`config.mk`:
```
export PLATFORM = sky130hd
export DESIGN_NAME = write_mem_fetch
export DESIGN_NICKNAME = d
export VERILOG_FILES = /design/src/rtl/write_mem_fetch.sv
export SDC_FILE = /design/constraint.sdc
export NUM_CORES = 1
export LEC_CHECK = 0
export CAP_MARGIN = 20
export CORE_MARGIN = 5
export CORE_UTILIZATION = 40
export CTS_BUF_LIST = sky130_fd_sc_hd__clkbuf_8
export DETAILED_ROUTE_END_ITERATION = 7
export DONT_BUFFER_PORTS = 1
export GPL_ROUTABILITY_DRIVEN = 0
export PLACE_DENSITY_LB_ADDON = 0.15
export SETUP_SLACK_MARGIN = 0.15
export SYNTH_ARGS = -nofsm -noshare
export SYNTH_HDL_FRONTEND = slang
export SYNTH_SLANG_ARGS = --single-unit
```
`constraint.sdc`:
```
create_clock -name clock -period 1.6 [get_ports clock]
set_input_delay 0.32 -clock clock [delete_from_list [all_inputs] [get_ports clock]]
set_output_delay 0.32 -clock clock [all_outputs]
set_load 0.02 [all_outputs]
```
`src/rtl/write_mem_fetch.sv`:
```
// Program-memory fetch and host write port for the write engine.
// Ports: clock/reset (sync, active-high); host_* load/write/read
//   strobes and data; running/maddr_inc from the engine; mdat and
//   mem_ready to the engine; ram_* to a 1-cycle-latency sync RAM;
//   addr, wrap_flag, lock_err status.
// Optional feature: define MEM_READBACK_EN for host readback via
//   host_rd/host_rdata (host_rdata is tied 0 without it).
module write_mem_fetch #(
  parameter int ADDR_BITS = 14
) (
  input  logic                 clock,
  input  logic                 reset,
  input  logic                 host_addr_load,
  input  logic [ADDR_BITS-1:0] host_addr,
  input  logic                 host_wr,
  input  logic [7:0]           host_wdata,
  input  logic                 host_rd,
  output logic [7:0]           host_rdata,
  input  logic                 running,
  input  logic                 maddr_inc,
  output logic [7:0]           mdat,
  output logic                 mem_ready,
  output logic [ADDR_BITS-1:0] ram_addr,
  output logic [7:0]           ram_wdata,
  output logic                 ram_we,
  input  logic [7:0]           ram_rdata,
  output logic [ADDR_BITS-1:0] addr,
  output logic                 wrap_flag,
  output logic                 lock_err
);

  typedef enum logic [1:0] {
    S_IDLE,
    S_RUN,
    S_SETTLE
  } state_e;

  state_e state_q, state_d;

  logic [ADDR_BITS-1:0] addr_q, addr_d;
  logic                 wrap_q, wrap_d;
  logic                 lock_q, lock_d;

  logic rd_req;
  logic strobe;
  logic do_load;
  logic do_wr;
  logic do_rd;
  logic do_inc;
  logic addr_chg;
  logic at_max;

`ifdef MEM_READBACK_EN
  assign rd_req = host_rd;
`else
  logic unused_host_rd;
  assign unused_host_rd = host_rd;
  assign rd_req = 1'b0;
`endif

  // Host strobes only act while the engine is stopped.
  assign strobe  = host_addr_load | host_wr | rd_req;
  assign do_load = ~running & host_addr_load;
  assign do_wr   = ~running & ~host_addr_load & host_wr;
  assign do_rd   = ~running & ~host_addr_load
                 & ~host_wr & rd_req;
  // Host write/read and an engine step merge into one increment.
  assign do_inc  = ~do_load & (do_wr | do_rd | maddr_inc);
  assign addr_chg = do_load | do_inc;
  assign at_max   = &addr_q;

  always_comb begin
    addr_d = addr_q;
    wrap_d = wrap_q;
    lock_d = lock_q;
    if (do_load) begin
      addr_d = host_addr;
      wrap_d = 1'b0;
      lock_d = 1'b0;
    end else if (do_inc) begin
      addr_d = addr_q + 1'b1;
      if (at_max) begin
        wrap_d = 1'b1;
      end
    end
    if (running && strobe) begin
      lock_d = 1'b1;
    end
  end

  // SETTLE covers the cycle in which the RAM has not yet
  // registered the new address.
  always_comb begin
    state_d = state_q;
    unique case (state_q)
      S_IDLE: begin
        if (addr_chg) begin
          state_d = S_SETTLE;
        end else if (running) begin
          state_d = S_RUN;
        end
      end
      S_RUN: begin
        if (addr_chg) begin
          state_d = S_SETTLE;
        end else if (!running) begin
          state_d = S_IDLE;
        end
      end
      S_SETTLE: begin
        if (addr_chg) begin
          state_d = S_SETTLE;
        end else if (running) begin
          state_d = S_RUN;
        end else begin
          state_d = S_IDLE;
        end
      end
      default: begin
        state_d = S_SETTLE;
      end
    endcase
  end

  always_ff @(posedge clock) begin
    if (reset) begin
      state_q <= S_SETTLE;
      addr_q  <= '0;
      wrap_q  <= 1'b0;
      lock_q  <= 1'b0;
    end else begin
      state_q <= state_d;
      addr_q  <= addr_d;
      wrap_q  <= wrap_d;
      lock_q  <= lock_d;
    end
  end

`ifdef MEM_READBACK_EN
  // The RAM samples addr on the read edge; its data is captured
  // one edge later, so back-to-back reads stay aligned.
  logic       rd_pend_q, rd_pend_d;
  logic [7:0] rdata_q, rdata_d;

  always_comb begin
    rd_pend_d = do_rd;
    rdata_d   = rdata_q;
    if (rd_pend_q) begin
      rdata_d = ram_rdata;
    end
  end

  always_ff @(posedge clock) begin
    if (reset) begin
      rd_pend_q <= 1'b0;
      rdata_q   <= '0;
    end else begin
      rd_pend_q <= rd_pend_d;
      rdata_q   <= rdata_d;
    end
  end

  assign host_rdata = rdata_q;
`else
  assign host_rdata = '0;
`endif

  // Reset gates the write so an abandoned run never commits.
  assign ram_we    = do_wr & ~reset;
  assign ram_wdata = host_wdata;
  assign ram_addr  = addr_q;
  assign mdat      = ram_rdata;
  assign mem_ready = (state_q != S_SETTLE);
  assign addr      = addr_q;
  assign wrap_flag = wrap_q;
  assign lock_err  = lock_q;

endmodule
```
==> results of run 1 <==
[state kept, by name, summed over array words and instances (netlist names)]
signal,flops
wrap_flag,1
state_q,2
addr,14
lock_err,1
[kinds of logic after synthesis]
family,share of synthesized area (%)
adders and majority gates,0.942
DFF,27.1
other,0.282
xor gates and xnor gates,7.26
AOI/OAI and AO/OA,16.4
buffers and inverters,25.7
and+or+nand+nor,22.2
[cell type report]
class	instances	share of cell area, %
Tap cell	46	4.41
Sequential cell	18	28.4
Timing Repair Buffer	21	12.1
Multi-Input combinational cell	103	50.4
Clock buffer	4	4.21
Inverter	2	0.575
[where the power goes]
part,leakage [nW],total [W],switching [W],internal (W)
logic,0.320,0.000248,0.000163,0.0000856
registers,0.150,0.000510,0.0000315,0.000478
clock network,0.0288,0.000378,0.000159,0.000219
[per-stage QoR]
step / hold WS, ps / cells / setup WS [ps] / utilization [%]
2_1_floorplan: 450 / 167 / 151 / -
3_3_place_gp: 390 / 189 / 197 / 37.6
3_5_place_dp: 392 / 189 / 181 / 37.6
4_1_cts: 119 / 193 / 184 / 39.3
5_1_grt: 113 / 194 / 183 / 39.8
6_report: 125 / 194 / 238 / 39.8
[routing by layer]
layer,up-vias,routed length [µm],part of all wire (%),track usage [%]
li1,499,-,-,-
met1,458,1290,43,16.0
met2,42,1360,45,20.7
met3,5,338,11,5.82
met4,0,25,0.83,3.54
met5,-,0,0,0
[cell usage in the layout, fill, tap and decap left out, types with 2 or more instances in the layout]
| cell | netlist | routed |
|---|---|---|
| buf_4 | 39 | 21 |
| dfxtp_1 | 18 | 12 |
| a31oi_1 | 8 | 8 |
| conb_1 | 1 | 8 |
| nor2_1 | 7 | 7 |
| and2_1 | 7 | 7 |
| o22ai_1 | 7 | 7 |
| xor2_1 | 7 | 7 |
| nand2_1 | 6 | 6 |
| a211oi_1 | 6 | 6 |
| and3_1 | 5 | 5 |
| dfxtp_2 | 0 | 5 |
| nand2b_1 | 4 | 4 |
| nand4_1 | 4 | 4 |
| nand3_1 | 4 | 4 |
| xnor2_1 | 4 | 4 |
| clkbuf_8 | 0 | 4 |
| o21ai_0 | 3 | 3 |
| inv_1 | 2 | 2 |
| o2111ai_1 | 2 | 2 |
| o21a_1 | 2 | 2 |
| a21oi_1 | 2 | 2 |
[timing repair]
item | 4_1_cts | 5_1_grt
buffers inserted | 0 | 1
hold buffers | 0 | 0
gates resized for setup | 0 | 2
endpoints found under the setup margin | 0 | 2
[final timing paths]
path | from | end | cells after the start
max | addr[0] | wrap_flag | 5
min | reset | addr[5] | 1
max reg2reg | addr[0] | wrap_flag | 5
min reg2reg | state_q[0] | state_q[1] | 2
==> results.yml, run 1 <==
yosys:
  synth_edf_count: 0
  synth_top_area_share_pct: 27.1
  yosysUniqueCellTypes: 38
  synthTopCellsByCount: "39 x buf_4, 18 x dfxtp_1, 8 x a31oi_1"
  postSynthRegisterBits: 18
  synth_cells: 160
  synth-async-reset-ratio_pct: 0
  syn_area_um2: 1330
  yosysMostFrequentCell: "buf_4"
  synth_top_flop_cell: "dfxtp_1"
  yosys-top-cells-area: "dfxtp_1 27%, buf_4 22%, xor2_1 4.6%"
  syn_area_per_cell_um2: 8.30
  ys_warn_count: 0
  yosysTopAreaCell: "dfxtp_1"
  synth_seq_area_share_pct: 27.1
detailed_routing:
  vias: 1004
  drc_errors: 0
  ant_nets: 0
  drt_iter0_markers: 32
  vias_per_cell: 5.18
  dr.pass1.iters: 4
  finalWirelength_mm: 3.01
  wire_per_inst_um: 15.5
final_layout:
  area_delta_synth_final_pct: -1.60
  nFillCells: 354
  regArea_um2: 370
  final_net_count: 187
  multi_input_area_um2: 658
  diodes: 0
  final_area_um2: 1310
  drive_gt1_share_pct: 24.3
floorplan:
  rows: 21
  core_um2: 3280
  dieArea_um2: 4570
  die_w_um: 67.6
  initial_core_util_pct: 40.4
  fp.dieH_um: 67.6
  ios: 93
power_and_ir_drop:
  total_leakage_power_nw: 0.499
  p_per_area_nw_per_um2: 870
  irDropWorstVdd_v: 0.000303
  finalPower_w: 0.00114
global_routing:
  grt_pass1_vias: 927
  grt_usage_pct: 13.1
  overflow: 0
  grt_first_pass_wirelength_mm: 4.54
  antenna_found_initial: 0
  grt_max_degree: 19
clock_network:
  cts_buffers: 3
  clock_latency_ps: 250
  cts_max_level: 1
  clock_path_buffers: 2
  cts_num_sinks: 18
  clk_pin_slew_ps: 70
  cts_root_buffer: "clkbuf_8"
  cts_tree: "built"
setup_path:
  arrival_ps: 1570
  rrSetupSlack_ps: 240
  cpPeakStageDelay_ps: 360
  crit_chain: "ha_1, and3_1, nand3_1, nor4b_1, o21a_1"
  cp-start-kind: "flip-flop"
  cp_max_fo: 4
  path_delay_family: "simple AND/OR/NAND/NOR gates"
  path_buf_inv: 0
  slowest_stage: "dfxtp_2"
  critical_path_class: "reg2reg"
  required_ps: 1810
  end_kind: "flip-flop"
place:
  io_buffers: 0
  dp_hpwl_mm: 2.36
  post_dp_cell_area_um2: 1230
worst_hold_path:
  min_path_type: "in2reg"
sta:
  fin_skew_ps: 1.97
  hold_violations: 0
  finalCriticalPeriod_ps: 1360
  grt_setup_unrepaired: "false"
  period_share_pct: 85.1
  setup_violations: 0
  fmax_mhz: 734
  setup_tns_ps: 0
  slew_violations: 0
flow_run:
  cap_violations: 0
outcome:
  status: "complete, no violations"
Power figures use the tool's default switching activity.
==> run 2: changes to the inputs <==
ABC_CLOCK_PERIOD_IN_PS = 1600   (was unset)
MAX_ROUTING_LAYER = met4   (was unset)
==> run 2 against run 1 <==
  * Clock power barely moved
  * Cell count did not move
  * Combinational power barely moved
  * Die area did not move
  * Critical path type unchanged
  * Largest power group unchanged
  * Highest routed layer unchanged
==> results.yml, run 2 (synthesized netlist as in run 1, its figures left out) <==
clock_network:
  cts_root_buffer: "clkbuf_8"
  clock_latency_ps: 250
  cts_buffers: 3
  clk_pin_slew_ps: 70
  cts_tree: "built"
  cts_num_sinks: 18
  cts_max_level: 1
  clock_path_buffers: 2
floorplan:
  fp.dieH_um: 67.6
  rows: 21
  core_um2: 3280
  dieArea_um2: 4570
  ios: 93
  die_w_um: 67.6
  initial_core_util_pct: 40.4
worst_hold_path:
  min_path_type: "in2reg"
place:
  io_buffers: 0
  dp_hpwl_mm: 2.36
  placedCellCount: 189
final_layout:
  area_delta_synth_final_pct: -1.60
  instances_no_fill: 194
  final_common_cell: "buf_4"
  largest_reg_flops: 14
  final_net_count: 187
  final_core_utilization_pct: 39.8
  final_cell_mix: "21 x buf_4, 12 x dfxtp_1, 8 x a31oi_1, 8 x conb_1"
  drive_gt1_share_pct: 24.3
  diodes: 0
sta:
  grt_setup_unrepaired: "false"
  fmax_mhz: 734
  hold_violations: 0
  finalCriticalPeriod_ps: 1360
  period_share_pct: 85.1
  setup_violations: 0
  fin_skew_ps: 1.86
  setup_tns_ps: 0
  slew_violations: 0
setup_path:
  end_kind: "flip-flop"
  cp-start-kind: "flip-flop"
  cp_max_fo: 4
  required_ps: 1800
  arrival_ps: 1570
  critical_path_class: "reg2reg"
detailed_routing:
  dr.pass1.iters: 4
  drc_errors: 0
  finalWirelength_mm: 3.01
  wire_per_inst_um: 15.5
  vias: 1008
  vias_per_cell: 5.20
  drt_iter0_markers: 40
  ant_nets: 0
global_routing:
  overflow: 0
  grt_pass1_vias: 928
  grt_usage_pct: 13.5
  grt_first_pass_wirelength_mm: 4.54
  grt_max_degree: 19
  antenna_found_initial: 0
power_and_ir_drop:
  irDropWorstVdd_v: 0.000303
  total_leakage_power_nw: 0.499
  p_per_area_nw_per_um2: 870
outcome:
  status: "complete, no violations"
flow_run:
  cap_violations: 0
## run 2: cell counts in the layout (fill, tap and decap cells not counted)
Identical to the previous run, type by type.
## run 2: final timing paths
kind | start | end | slack [ps] | cells after the start
worst max register to register | addr[0] | wrap_flag | 240 | 5
worst min register to register | state_q[0] | state_q[1] | 490 | 2
worst min-delay path | reset | addr[5] | 130 | 1
worst max-delay path | addr[0] | wrap_flag | 240 | 5
## run 2: routing by layer
layer / share of wire, % / track usage [%] / vias to the layer above
li1: - / - / 499
met1: 43 / 16.3 / 462
met2: 45 / 20.7 / 42
met3: 11 / 5.32 / 5
met4: 0.83 / 3.54 / 0
met5: 0 / - / -
## run 2: power by group
part	internal, W	leakage (nW)	switching [W]	total, W
combinational	0.0000856	0.320	0.000163	0.000248
clock	0.000219	0.0288	0.000159	0.000378
sequential	0.000478	0.150	0.0000316	0.000510
total	0.000783	0.499	0.000353	0.00114
## run 2: per-stage QoR
step / setup slack [ps] / instance area, µm² / total power, W / hold slack [ps]
detailed placement: 181 / 1230 / 0.000770 / 392
finish: 238 / 1310 / 0.00114 / 125
global placement: 197 / 1230 / 0.000769 / 390
global route: 183 / 1310 / 0.00119 / 113
floorplan: 151 / 1360 / 0.000816 / 450
CTS: 184 / 1290 / 0.00115 / 119
## run 2: critical path, stage by stage, from the launching register on
cell and delay (ps):
dfxtp_2 360, ha_1 170, and3_1 230, nand3_1 100, nor4b_1 310, o21a_1 140
## run 2: final cells by class
class                   count  area, µm²
clock buffers               4       55.1
fillers                   354       1980
inverters                   2       7.51
multi-input cells         103        658
flip-flops and latches     18        370
well taps                  46       57.6
repair buffers             21        158
## run 2: timing repair
item | 4_1_cts | 5_1_grt
hold buffers | 0 | 0
resized for setup | 0 | 2
endpoints found under the setup margin | 0 | 2
setup buffers | 0 | 1
